$ cat src/rtl/dmem_arbiter.sv
// Round-robin arbiter sharing the single-port data memory between the
// CPU MEM stage (port A) and the debug/loader port (port B).
module dmem_arbiter #(
    parameter int AW     = 32,
    parameter int DW     = 32,
    parameter int RD_LAT = 1
) (
    input  logic          clk,
    input  logic          rst,
    input  logic          req_a,
    input  logic          we_a,
    input  logic [AW-1:0] addr_a,
    input  logic [DW-1:0] wdata_a,
    output logic          gnt_a,
    output logic          done_a,
    output logic [DW-1:0] rdata_a,
    input  logic          req_b,
    input  logic          we_b,
    input  logic [AW-1:0] addr_b,
    input  logic [DW-1:0] wdata_b,
    output logic          gnt_b,
    output logic          done_b,
    output logic [DW-1:0] rdata_b,
    output logic [AW-1:0] mem_addr,
    output logic [DW-1:0] mem_wdata,
    output logic          mem_we,
    output logic          mem_re,
    input  logic [DW-1:0] mem_rdata,
    output logic          busy
);

    typedef enum logic [1:0] {IDLE, ISSUE, WAIT, RESP} state_t;

    localparam int CW = (RD_LAT > 1) ? $clog2(RD_LAT) : 1;

    state_t        state;
    state_t        state_nx;
    logic          last;
    logic          own;
    logic          lat_we;
    logic [CW-1:0] cnt;
    logic          any_req;
    logic          pick_b;
    logic          cnt_end;

    // last=1 means port B was served most recently
    always_comb begin
        any_req = req_a | req_b;
        pick_b  = req_b & (~req_a | ~last);
        cnt_end = (cnt == CW'(RD_LAT - 1));
    end

    always_comb begin
        state_nx = state;
        case (state)
            IDLE:    if (any_req) state_nx = ISSUE;
            ISSUE:   state_nx = lat_we ? RESP : WAIT;
            WAIT:    if (cnt_end) state_nx = RESP;
            RESP:    state_nx = IDLE;
            default: state_nx = IDLE;
        endcase
    end

    always_comb begin
        gnt_a  = (state == IDLE) & ~rst & any_req & ~pick_b;
        gnt_b  = (state == IDLE) & ~rst & pick_b;
        mem_we = (state == ISSUE) & lat_we;
        mem_re = (state == ISSUE) & ~lat_we;
        done_a = (state == RESP) & ~own;
        done_b = (state == RESP) & own;
        busy   = (state != IDLE);
    end

    always_ff @(posedge clk or posedge rst) begin
        if (rst) begin
            state     <= IDLE;
            last      <= 1'b1;
            own       <= 1'b0;
            lat_we    <= 1'b0;
            cnt       <= '0;
            mem_addr  <= '0;
            mem_wdata <= '0;
            rdata_a   <= '0;
            rdata_b   <= '0;
        end else begin
            state <= state_nx;
            if (state == IDLE && any_req) begin
                own       <= pick_b;
                last      <= pick_b;
                lat_we    <= pick_b ? we_b : we_a;
                mem_addr  <= pick_b ? addr_b : addr_a;
                mem_wdata <= pick_b ? wdata_b : wdata_a;
            end
            if (state == ISSUE)
                cnt <= '0;
            else if (state == WAIT)
                cnt <= cnt + 1'b1;
            if (state == WAIT && cnt_end) begin
                if (own)
                    rdata_b <= mem_rdata;
                else
                    rdata_a <= mem_rdata;
            end
        end
    end

endmodule

$ cat config.mk
export PLATFORM = sky130hd
export DESIGN_NAME = dmem_arbiter
export DESIGN_NICKNAME = d
export VERILOG_FILES = /design/src/rtl/dmem_arbiter.sv
export SDC_FILE = /design/constraint.sdc
export NUM_CORES = 1
export LEC_CHECK = 0
export ABC_AREA = 1
export ABC_CLOCK_PERIOD_IN_PS = 5340
export CAP_MARGIN = 20
export CORE_MARGIN = 2
export CORE_UTILIZATION = 41
export CTS_CLUSTER_DIAMETER = 120
export CTS_CLUSTER_SIZE = 10
export DETAILED_ROUTE_END_ITERATION = 6
export PLACE_DENSITY_LB_ADDON = 0.25
export SETUP_SLACK_MARGIN = 0.02
export SLEW_MARGIN = 10
export SYNTH_ARGS = -nofsm -noshare
export SYNTH_HDL_FRONTEND = slang
export SYNTH_SLANG_ARGS = --single-unit
$ cat constraint.sdc
create_clock -name clk -period 5.34 [get_ports clk]
set_input_delay 1.068 -clock clk [delete_from_list [all_inputs] [get_ports clk]]
set_output_delay 1.068 -clock clk [all_outputs]
set_load 0.03 [all_outputs]
==> flow_summary_export.csv <==
group,metric,value,unit
routing,ant_nets,0,
floorplan,coreArea,0.0152,mm²
yosys,syn-num-nets,1017,
routing,vias,6305,
clock_network,clk_pin_slew,60,ps
yosys,postSynthCellCount,846,
outcome,status,"completed",
timing,finalSetupTns,0,ps
pwr,power_density,625,mW/mm²
floorplan,die_area,0.0165,mm²
timing,setup_viol,0,
clock_network,cts_htree_levels,4,
routing,routedWlPerCell,14.6,µm
critical_path,path_class,"in2out",
critical_path,critPathRequiredTime,4270,ps
yosys,ys_types,14,
clock_network,cts_sinks,134,
layout,utilization,66.5,%
critical_path,start_kind,"primary input",
placed_design,preCtsSetupSlack,1570,ps
timing,setup_ws,1580,ps
timing,rsz0062_at_grt,"no",
routing,first_pass_iters,5,
timing,finClkSkew,5.24,ps
clock_network,cts_buffers,17,
layout,final_area,0.0101,mm²
placed_design,place_congestion,0.811,
timing,tightest_slew,756,ps
clock_network,ctsLongestPathBuffers,2,
global_route,grt_pass1_vias,5973,
clock_network,cts_setup_buffers,0,
timing,clock.fmax,0.266,GHz
global_route,grt-ovfl-total,0,
clock_network,worstSkewPairLatency,420,ps
critical_path,arrival,2690,ps
critical_path,end_kind,"output pin",
layout,syn2layout_area_growth,58.8,%
floorplan,row_count,45,
floorplan,die_h,129,µm
floorplan,ios,301,
yosys,synth_warnings,0,
routing,drc,0,
layout,final_cell_mix,"clkdlybuf4s50_1, nand2_1, inv_1",
layout,layout.nets,1298,
pwr,ir_drop,0.348,mV
routing,wirelength,19.4,mm
routing,via_per_inst,4.75,
yosys,ys_ff_latch,134,
placed_design,portBuffers,300,
timing,max-slew-margin-rel,49.6,%
global_route,grt_use_total,23.3,%
timing,finalCritPeriodShare,70.5,%
layout,diodes,0,
floorplan,die_w,129,µm
pwr,p_leak,0.00527,µW
clock_network,cts_tree,"yes",
clock_network,cts_hold_buf,0,
layout,layout_commonest_cell,"clkdlybuf4s50_1",
global_route,grt_antenna_before_repair,0,
timing,min_period,3760,ps
critical_path,worstPathMaxFanout,3,
global_route,grt_pass1_wl,30.3,mm
global_route,grt_max_degree,111,
timing,finalHoldViolCount,0,
routing,drtIter0Drc,394,
layout,drive_above_1_share,4.39,%
yosys,synth.cell_area,0.00636,mm²
clock_network,cts_root_buffer,"clkbuf_16",
yosys,seq_area_frac_synth,52.7,%
placed_design,dpl_cell_area,0.00950,mm²
yosys,syn_avg_cell_area,7.52,µm²
floorplan,start_util,41.9,%
clock_network,cts_resized,0,
flow_run,drv_cap,0,
placed_design,dp_hpwl,13.3,mm
timing,slew_violations,0,
min_path,hp-class,"reg2reg",
-- final timing paths --
check,start,end,slack [ps],cells after the start
setup / recovery,req_a,gnt_b,1580,7
hold / removal,mem_addr[10]$_DFFE_PP0P_,mem_addr[10]$_DFFE_PP0P_,480,2
setup reg to reg,state[0]$_DFFE_PP0P_,mem_wdata[9]$_DFFE_PP0P_,2990,7
hold reg to reg,mem_addr[10]$_DFFE_PP0P_,mem_addr[10]$_DFFE_PP0P_,480,2
max in group asynchronous,rst,rdata_b[22]$_DFFE_PP0P_,3240,4
min in group asynchronous,rst,mem_addr[27]$_DFFE_PP0P_,1010,2
-- report_power, final --
group | leakage (µW) | internal, µW | switching (µW)
combinational | 0.00336 | 1310 | 2030
sequential | 0.00163 | 1540 | 285
clock | 0.000287 | 662 | 495
-- cell usage after synthesis --
cell	instances	share of area (%)
buf_2	17	1.3
o21ai_1	1	0.079
nand3_1	136	11
ha_1	5	0.98
o21ai_0	66	5.2
dfstp_2	1	0.41
buf_4	4	0.47
a21oi_1	1	0.079
nand2_1	275	16
inv_1	175	10
nor3_1	1	0.079
clkbuf_1	26	1.5
dfrtp_1	133	52
nor2_1	5	0.29
-- worst max-delay path, cell delays in order --
cell and delay, ps:
clkdlybuf4s50_1 500, nand2_2 130, nand2_2 60, inv_1 60
nand2_1 90, nor2_1 100, clkdlybuf4s50_1 680
-- registers in the layout, summed over array words and instances, names as in the netlist --
register and count:
own 1, lat_we 1, state 2, cnt 1
rdata_b 32, last 1, mem_addr 32, mem_wdata 32
rdata_a 32
-- area by class of cell --
class	instances	area [µm²]
flip-flops and latches	134	3350
inverters	175	662
multi-input cells	490	2170
clock buffers	17	425
fillers	1295	5100
clock inverters	15	158
repair buffers	309	3100
well taps	188	235
-- logic make-up after synthesis --
group | synth area share [%]
compound gates | 5.35
fa+ha+maj | 0.983
buf+inv | 13.7
flops | 52.7
simple gates | 27.3
-- stage by stage --
step,power [µW],std cells,hold WS (ps)
3_5_place_dp,5190,1295,464
5_1_grt,6700,1328,500
3_3_place_gp,5120,1294,461
6_report,6320,1328,476
2_1_floorplan,3730,846,448
4_1_cts,6380,1327,480
-- per-layer routing --
layer	track usage, %	up-vias	routed length [µm]
met2	38.5	239	9360
met1	29.2	2910	7880
met4	10.2	0	607
met5	0	-	0
met3	5.90	42	1510
li1	-	3114	-
Power figures use the tool's default switching activity.
